File: src/rtl/npu_pkg.sv
// NPU shared constants: frame geometry, bus selectors, control bits.
// Also holds the image loader state enum and the bus address helper.
package npu_pkg;

  localparam int IMG_H    = 16;
  localparam int IMG_W    = 15;
  localparam int IMG_SIZE = IMG_H * IMG_W;

  localparam logic [2:0] SEL_IMG   = 3'b001;
  localparam logic [2:0] SEL_WCONV = 3'b010;
  localparam logic [2:0] SEL_FC1W  = 3'b011;
  localparam logic [2:0] SEL_FC2W  = 3'b100;
  localparam logic [2:0] SEL_CTRL  = 3'b101;
  localparam logic [2:0] SEL_STAT  = 3'b110;

  localparam int CTRL_TRIG       = 0;
  localparam int CTRL_SAVE_DONE  = 2;
  localparam int CTRL_NEXT_LAYER = 3;

  typedef enum logic [1:0] {
    COLLECT,
    WRITE,
    TRIG,
    DONE
  } ld_state_e;

  function automatic logic [15:0] npu_addr(
    input logic [2:0]  sel,
    input logic [11:0] idx
  );
    return {1'b0, sel, idx};
  endfunction

endpackage

File: src/rtl/npu_img_loader_if.sv
// Pixel stream (s_valid/s_ready/s_data/s_last) plus NPU write port.
// slave = loader side, master = camera/host and NPU side.
interface npu_img_loader_if;
  logic        s_valid;
  logic        s_ready;
  logic [7:0]  s_data;
  logic        s_last;
  logic        ena;
  logic        wea;
  logic [15:0] addra;
  logic [31:0] dina;

  modport slave (
    input  s_valid, s_data, s_last,
    output s_ready, ena, wea, addra, dina
  );

  modport master (
    output s_valid, s_data, s_last,
    input  s_ready, ena, wea, addra, dina
  );
endinterface

File: src/rtl/npu_byte_packer.sv
// Packs bytes little-endian into a 32-bit word; lane 0 = word_o[7:0].
// Ports: push_i/data_i load a lane, clr_word_i/clr_all_i clear, word_o/lane_o.
module npu_byte_packer (
  input  logic        clk,
  input  logic        rst_ni,
  input  logic        push_i,
  input  logic [7:0]  data_i,
  input  logic        clr_word_i,
  input  logic        clr_all_i,
  output logic [31:0] word_o,
  output logic [1:0]  lane_o
);

  logic [31:0] buf_q, buf_d;
  logic [1:0]  lane_q, lane_d;

  // Buffer is zeroed after every write, so unfilled lanes read 0.
  always_comb begin
    buf_d  = buf_q;
    lane_d = lane_q;
    if (clr_all_i) begin
      buf_d  = '0;
      lane_d = '0;
    end else if (clr_word_i) begin
      buf_d = '0;
    end else if (push_i) begin
      buf_d[8*lane_q +: 8] = data_i;
      lane_d = lane_q + 2'd1;
    end
  end

  always_ff @(posedge clk or negedge rst_ni) begin
    if (!rst_ni) begin
      buf_q  <= '0;
      lane_q <= '0;
    end else begin
      buf_q  <= buf_d;
      lane_q <= lane_d;
    end
  end

  assign word_o = buf_q;
  assign lane_o = lane_q;

endmodule

File: src/rtl/npu_img_loader.sv
// Streams 8-bit pixels into NPU image words; flags frame length errors.
// Ports: clk, rst_ni, bus (slave), err_clr, done, err_len. Macro NPU_LOADER_AUTO_TRIG_EN.
module npu_img_loader #(
  parameter int         IMG_SIZE = npu_pkg::IMG_SIZE,
  parameter logic [2:0] SEL_IMG  = npu_pkg::SEL_IMG,
  parameter logic [2:0] SEL_CTRL = npu_pkg::SEL_CTRL
) (
  input  logic              clk,
  input  logic              rst_ni,
  npu_img_loader_if.slave   bus,
  input  logic              err_clr,
  output logic              done,
  output logic              err_len
);
  import npu_pkg::*;

  localparam int CW = $clog2(IMG_SIZE + 1);

  ld_state_e   state_q, state_d;
  logic [CW-1:0] cnt_q, cnt_d, cnt_m1;
  logic        rdy_q;
  logic        end_q, end_d;
  logic        err_q, err_d;
  logic [15:0] addr_q, addr_o;
  logic [31:0] dat_q, dat_o;
  logic        ena_o;
  logic        push, clr_word, clr_all;
  logic        accept, last_pix, ends;
  logic [31:0] word;
  logic [1:0]  lane;
`ifdef NPU_LOADER_AUTO_TRIG_EN
  logic        short_q, short_d;
`endif

  npu_byte_packer u_pack (
    .clk        (clk),
    .rst_ni     (rst_ni),
    .push_i     (push),
    .data_i     (bus.s_data),
    .clr_word_i (clr_word),
    .clr_all_i  (clr_all),
    .word_o     (word),
    .lane_o     (lane)
  );

  assign accept   = bus.s_valid & bus.s_ready;
  assign last_pix = (cnt_q == CW'(IMG_SIZE - 1));
  assign ends     = bus.s_last | last_pix;
  assign cnt_m1   = cnt_q - CW'(1);

  always_comb begin
    state_d     = state_q;
    cnt_d       = cnt_q;
    end_d       = end_q;
    err_d       = err_clr ? 1'b0 : err_q;
    ena_o       = 1'b0;
    addr_o      = addr_q;
    dat_o       = dat_q;
    bus.s_ready = 1'b0;
    done        = 1'b0;
    push        = 1'b0;
    clr_word    = 1'b0;
    clr_all     = 1'b0;
`ifdef NPU_LOADER_AUTO_TRIG_EN
    short_d     = short_q;
`endif
    unique case (state_q)
      COLLECT: begin
        bus.s_ready = rdy_q;
        if (accept) begin
          push  = 1'b1;
          cnt_d = cnt_q + CW'(1);
          if (ends) begin
            end_d = 1'b1;
`ifdef NPU_LOADER_AUTO_TRIG_EN
            short_d = bus.s_last & ~last_pix;
`endif
          end
          // short (s_last early) or long (no s_last at end)
          if (bus.s_last != last_pix) err_d = 1'b1;
          if (lane == 2'd3 || ends) state_d = WRITE;
        end
      end
      WRITE: begin
        ena_o    = 1'b1;
        addr_o   = npu_addr(SEL_IMG, 12'(cnt_m1 >> 2));
        dat_o    = word;
        clr_word = 1'b1;
        state_d  = COLLECT;
`ifdef NPU_LOADER_AUTO_TRIG_EN
        if (end_q) state_d = short_q ? DONE : TRIG;
`else
        if (end_q) state_d = DONE;
`endif
      end
      TRIG: begin
        ena_o   = 1'b1;
        addr_o  = npu_addr(SEL_CTRL, 12'd0);
        dat_o   = 32'd1 << CTRL_TRIG;
        state_d = DONE;
      end
      DONE: begin
        done    = 1'b1;
        clr_all = 1'b1;
        cnt_d   = '0;
        end_d   = 1'b0;
`ifdef NPU_LOADER_AUTO_TRIG_EN
        short_d = 1'b0;
`endif
        state_d = COLLECT;
      end
      default: state_d = COLLECT;
    endcase
  end

  always_ff @(posedge clk or negedge rst_ni) begin
    if (!rst_ni) begin
      state_q <= COLLECT;
      cnt_q   <= '0;
      rdy_q   <= 1'b0;
      end_q   <= 1'b0;
      err_q   <= 1'b0;
      addr_q  <= '0;
      dat_q   <= '0;
`ifdef NPU_LOADER_AUTO_TRIG_EN
      short_q <= 1'b0;
`endif
    end else begin
      state_q <= state_d;
      cnt_q   <= cnt_d;
      rdy_q   <= 1'b1;
      end_q   <= end_d;
      err_q   <= err_d;
      addr_q  <= addr_o;
      dat_q   <= dat_o;
`ifdef NPU_LOADER_AUTO_TRIG_EN
      short_q <= short_d;
`endif
    end
  end

  assign bus.ena   = ena_o;
  assign bus.wea   = ena_o;
  assign bus.addra = addr_o;
  assign bus.dina  = dat_o;
  assign err_len   = err_q;

endmodule

File: src/flat_wrapper.sv
// flat-port wrapper written by rule: the top's interface ports become plain ports
module npu_img_loader_flat import npu_pkg::*;
#(
  parameter int         IMG_SIZE = npu_pkg::IMG_SIZE,
  parameter logic [2:0] SEL_IMG  = npu_pkg::SEL_IMG,
  parameter logic [2:0] SEL_CTRL = npu_pkg::SEL_CTRL
)
  (clk, rst_ni, err_clr, done, err_len, bus_s_valid, bus_s_data, bus_s_last, bus_s_ready, bus_ena, bus_wea, bus_addra, bus_dina);
  npu_img_loader_if bus_i ();
  input  logic clk;
  input  logic rst_ni;
  input  logic err_clr;
  output logic done;
  output logic err_len;
  input wire logic [$bits(bus_i.s_valid)-1:0] bus_s_valid;
  input wire logic [$bits(bus_i.s_data)-1:0] bus_s_data;
  input wire logic [$bits(bus_i.s_last)-1:0] bus_s_last;
  output wire logic [$bits(bus_i.s_ready)-1:0] bus_s_ready;
  output wire logic [$bits(bus_i.ena)-1:0] bus_ena;
  output wire logic [$bits(bus_i.wea)-1:0] bus_wea;
  output wire logic [$bits(bus_i.addra)-1:0] bus_addra;
  output wire logic [$bits(bus_i.dina)-1:0] bus_dina;
  assign bus_i.s_valid = bus_s_valid;
  assign bus_i.s_data = bus_s_data;
  assign bus_i.s_last = bus_s_last;
  assign bus_s_ready = bus_i.s_ready;
  assign bus_ena = bus_i.ena;
  assign bus_wea = bus_i.wea;
  assign bus_addra = bus_i.addra;
  assign bus_dina = bus_i.dina;
  npu_img_loader #(.IMG_SIZE(IMG_SIZE), .SEL_IMG(SEL_IMG), .SEL_CTRL(SEL_CTRL)) u_core (.clk(clk), .rst_ni(rst_ni), .bus(bus_i), .err_clr(err_clr), .done(done), .err_len(err_len));
endmodule
File: config.mk
export PLATFORM = sky130hd
export DESIGN_NAME = npu_img_loader_flat
export DESIGN_NICKNAME = d
export VERILOG_FILES = /design/src/rtl/npu_pkg.sv /design/src/rtl/npu_img_loader_if.sv /design/src/rtl/npu_byte_packer.sv /design/src/rtl/npu_img_loader.sv /design/src/flat_wrapper.sv
export SDC_FILE = /design/constraint.sdc
export NUM_CORES = 1
export LEC_CHECK = 0
export CAP_MARGIN = 20
export CORE_ASPECT_RATIO = 0.5
export CORE_MARGIN = 5
export CORE_UTILIZATION = 45
export CTS_BUF_LIST = sky130_fd_sc_hd__clkbuf_8 sky130_fd_sc_hd__clkbuf_16
export CTS_CLUSTER_SIZE = 8
export DETAILED_ROUTE_END_ITERATION = 8
export HOLD_SLACK_MARGIN = 0.06
export MAX_ROUTING_LAYER = met4
export PLACE_DENSITY = 0.79
export SLEW_MARGIN = 40
export SYNTH_ARGS = -nofsm -noshare
export SYNTH_HDL_FRONTEND = slang
export SYNTH_SLANG_ARGS = --single-unit
File: constraint.sdc
create_clock -name clk -period 3.16 [get_ports clk]
set_input_delay 0.632 -clock clk [delete_from_list [all_inputs] [get_ports clk]]
set_output_delay 0.632 -clock clk [all_outputs]
set_load 0.03 [all_outputs]
* Yosys cells after proc, flatten, opt, wreduce, memory -nomap -nowiden
Cells that the tools add are included.
** Cells by class
- Add/sub/neg operators :: 4
- Multiply operators :: 0
- Divide/modulo/power cells :: 0
- $lt $le $gt $ge :: 0
- Equal/unequal tests :: 10
- Shift operators :: 2
- Mux-type cells :: 28
- Bitwise logic cells :: 2
- Reductions and logical operators :: 10
** Operators with widths (number)
- $mux W32 :: 3
- $pmux W32 S2 :: 1
- $neg A5 Y34 :: 1
- $shift A8 B34 Y32 const A :: 1
- $shiftx A8 B34 Y32 :: 1
- $bwmux W32 :: 1
- $pmux W16 S2 :: 1
- $pmux W8 S2 :: 1
- $mux W1 :: 12
- $mux W2 :: 6
- $add A8 B1 Y8 const B :: 1
- $eq A8 B8 Y1 const B :: 1
- $mux W8 :: 1
- $pmux W2 S4 :: 1
- $sub A8 B1 Y8 const B :: 1
- $eq A2 B2 Y1 const B :: 3
- $ne A2 B1 Y1 const B :: 3
- $reduce_and A2 Y1 :: 3
- $reduce_bool A2 Y1 :: 2
- $reduce_and A3 Y1 :: 1
- $reduce_bool A3 Y1 :: 1
- $add A2 B1 Y2 const B :: 1
- $eq A2 B1 Y1 const B :: 1
- $logic_not A2 Y1 :: 1
- 7 further kinds :: 7
** Storage, ports and cells
- Bits in registers :: 95
- Bits in latches :: 0
- Memory bits (writable) :: 0
- Bits in read-only memories :: 0
- Input bits :: 13
- Memories :: 0

* Logic depth before layout (Yosys ltp)
- Depth after elaboration :: 8
- Gate-level depth with buffers :: 9

* Hierarchy
A second synthesis with hierarchy kept.
** Unflattened totals
- Cell total of the unflattened synthesis :: 372
- Area total of the unflattened synthesis :: 4073.9 sq um
** Modules (own cells, without submodules)
- npu_img_loader :: instances 1, cells an instance 280, area each 2728.9 sq um, sequential area each 1526.5 sq um
- npu_byte_packer :: instances 1, cells an instance 92, area each 1345.0 sq um, sequential area each 850.8 sq um

* Worst setup path before layout
OpenSTA, ideal clock, no wires.
- Kind :: register to output
- Start point :: register u_core.state_q[0]
- End point :: output port bus_addra[0]
- Data arrival time :: 2.200 ns
- Path slack :: 0.328 ns
- Stages on the path, launching flop included :: 8
- Cell sequence :: dfrtp_1 inv_1 ha_1 clkbuf_1 and2_1 buf_2 clkbuf_1 a22o_1
** Between the ends
- Word-level cells in the longest chain between the ends :: 2
- Elaborated cells on any way between the ends :: 3
- Those cells by class :: eq/ne: 2; mux: 1
** Ends and longest elaborated chain
- from (decl) :: RTL line npu_img_loader.sv:19 : ld_state_e state_q, state_d;
- from (signal assigned) :: RTL line npu_img_loader.sv:129 : state_q <= state_d;
- $eq A2 B2 Y1 or $eq A2 B1 Y1 (tied branches) :: RTL line npu_img_loader.sv:67 : unique case (state_q)
- $pmux W16 S2 * :: RTL line npu_img_loader.sv:67
- to (decl) :: RTL line flat_wrapper.sv:21 : output wire logic [$bits(bus_i.addra)-1:0] bus_addra;
Mark *: on every way between the ends. The rest lies on a longest branch, timed or not.

* Worst setup path after layout
- Start point :: register u_core.cnt_q[5]
- End point :: output port bus_addra[4]
** Between the ends
- Word-level cells in the longest chain between the ends :: 2
** Ends and longest elaborated chain
- from (decl) :: RTL line npu_img_loader.sv:20 : logic [CW-1:0] cnt_q, cnt_d, cnt_m1;
- from (signal assigned) :: RTL line npu_img_loader.sv:130 : cnt_q <= cnt_d;
- $sub A8 B1 Y8 :: RTL line npu_img_loader.sv:49 : assign cnt_m1 = cnt_q - CW'(1);
- $pmux W16 S2 :: RTL line npu_img_loader.sv:67
No other way between the ends.

==> results.cfg <==
[die]
initial_core_util_pct = 46.5
row_count = 24
coreArea_um2 = 8740
dieHeight_um = 77.2
ios = 66
die_x_um = 144
die_area_um2 = 11100

[layout]
syn_to_final_growth_pct = 24.2
drive_gt1_share_pct = 15.7
fill_cells = 730
nets = 454
diodes = 0
finish.utilization_pct = 57.7

[logic_synthesis]
yosysUniqueCellTypes = 43
postSynthCellCount = 366
synth_top_area_cell = dfrtp_1
synth_fp_nets = 392
netlist_area_um2 = 4060
ys_warn_count = 0
ys_async_sr_fraction_pct = 100
synth_top_area_share_pct = 58.5
ys_ff_latch = 95
synth_edf_count = 0
ys_seq_area_share_pct = 58.5
yosysMostFrequentCell = dfrtp_1
synthTopCellsByArea = dfrtp_1 (59%), a22o_1 (7.8%), nand2_1 (5.9%)
synth_common_cells = dfrtp_1 (95), nand2_1 (64), a22o_1 (36)
ys.flop_type = dfrtp_1
avgSynthCellArea_um2 = 11.1

[critical_path]
critPathLaunchType = flip-flop
path_cells = or4_1, nor2_1, xnor2_1, o2bb2ai_1, clkdlybuf4s50_1
crit_type = flip-flop to primary output
critPathCaptureType = primary output
required_ps = 2530
cp_slowest_stage_delay_ps = 700
crit_start = u_core.cnt_q[5]
r2r_start = u_core.state_q[0]
cp_slowest_cell = clkdlybuf4s50_1
arrival_ps = 2440
worstPathMaxFanout = 5

[timing]
fin_crit_ps = 3080
setup_viol = 0
worstMarginPinSlew_ps = 721
fmax_ghz = 0.325
period_share_pct = 97.3
hold_viol = 0
fin_setup_tns_ps = 0
slew_headroom_pct = 51.5
fin_skew_ps = 7.45
rsz0062_at_grt = false
finalMaxSlewViolations = 0

[clock_tree]
post_cts_buffers = 0
htree_num_levels = 3
insertion_delay_ps = 340
cts_resized = 0
cts_tree = built
cts.sinks = 95
cts_buffers = 9
clock_path_buffers = 2
clkTransAtPathRegs_ps = 60
clockRootBuffer = clkbuf_16
hold_buffers = 0

[global_routing]
grt-ovfl-total = 0
grt_pass1_vias = 2928
grt_pass1_wl_um = 14300
antenna_found_initial = 0
grt_usage_pct = 16.7
grt_max_degree = 90

[placed_design]
gp_congestion = 0.817
dpl.hpwl_um = 5650
port_buffers = 65

[power]
p_leak_uw = 0.00238
ir_drop_uv = 363
power_uw = 4150
powerDensity_nw_per_um2 = 823

[routing]
routed_wl_um = 8370
vias = 2789
first_iter_violations = 119
viasPerCell = 5.07
avgRoutedWirePerCell_um = 15.2
dr.pass1.iters = 4
route.detailed.drc = 0
postRouteAntennaNets = 0

[status]
outcome = completed

[worst_hold_path]
hp-class = input pin to async pin

[flow_run]
maxCapViolCount = 0
-- kinds of logic after synthesis --
kind of cell	share of synthesized area [%]
AOI/OAI and AO/OA	16.2
adders and majority gates	4.01
other	0.0923
muxes	1.08
xor gates and xnor gates	1.94
DFF	58.5
and+or+nand+nor	14.6
buffers and inverters	3.57
-- state kept, by name, indices dropped and copies added, names as in the netlist --
| register | flops |
|---|---|
| u_core.addr_q | 16 |
| u_core.rdy_q | 1 |
| u_core.u_pack.word_o | 32 |
| u_core.err_len | 1 |
| u_core.cnt_q | 8 |
| u_core.state_q | 2 |
| u_core.u_pack.lane_o | 2 |
| u_core.dat_q | 32 |
| u_core.end_q | 1 |
-- stage by stage --
step	instances	hold WS (ps)	area, um^2	setup slack, ps
2_1_floorplan	366	336	4060	328
3_3_place_gp	534	448	4740	489
3_5_place_dp	534	443	4740	390
4_1_cts	550	86.2	5040	24.3
5_1_grt	550	91.4	5040	6.49
6_report	550	102	5040	84.6
-- final timing paths --
check / depth (start not counted) / endpoint / slack (ps)
setup / recovery: 5 / bus_addra[4] / 80
hold / removal: 1 / u_core.addr_q[9] / 100
setup reg to reg: 6 / u_core.cnt_q[7] / 880
hold reg to reg: 1 / u_core.addr_q[12] / 460
max in group asynchronous: 2 / u_core.dat_q[27] / 2390
min in group clk: 1 / u_core.addr_q[12] / 460
-- layout by cell type, fill, tap and decap left out, drive strengths merged, types with 2 or more instances in the layout --
master,netlist,layout
and2,4,4
xor2,7,7
xnor2,2,2
clkinvlp,0,2
clkbuf,8,9
a21oi,18,18
o2111ai,2,2
ha,13,13
nor2,12,12
o31ai,2,2
dlymetal6s2s,0,2
dfrtp,95,95
nand2,64,64
nand3,9,9
buf,11,41
a22o,36,36
clkdlybuf4s50,0,27
nand2b,3,3
or4,2,2
inv,12,15
nor4,3,3
or3,2,2
nor2b,10,10
mux2,3,3
o21ai,32,32
or2,2,2
and3,2,2
-- layer usage --
layer	vias to the layer above	track usage, %	share of wire [%]
li1	1392	-	-
met1	1354	21.4	47
met2	36	25.7	48
met3	7	5.10	3.5
met4	0	4.75	1.0
met5	-	-	0
-- power by group --
part,switching [uW],internal [uW],total (uW)
registers,132,1370,1500
logic,1050,535,1590
clock network,453,614,1070
-- cell type report --
| type | instances | area, um^2 | area share [%] |
|---|---|---|---|
| Timing Repair Buffer | 70 | 641 | 12.7 |
| Clock buffer | 9 | 225 | 4.46 |
| Sequential cell | 95 | 2380 | 47.1 |
| Clock inverter | 7 | 71.3 | 1.41 |
| Inverter | 12 | 45.0 | 0.893 |
| Tap cell | 117 | 146 | 2.90 |
| Multi-Input combinational cell | 240 | 1540 | 30.5 |
-- worst max-delay path: cells and delay by family, from the launching register on --
kind | cells | cell delay [ps]
AOI/OAI and AO/OA | 1 | 180
buffers and inverters | 1 | 700
and+or+nand+nor | 2 | 720
DFF | 1 | 430
xor gates and xnor gates | 1 | 80
Note: power is estimated with default switching activity, not from simulation.
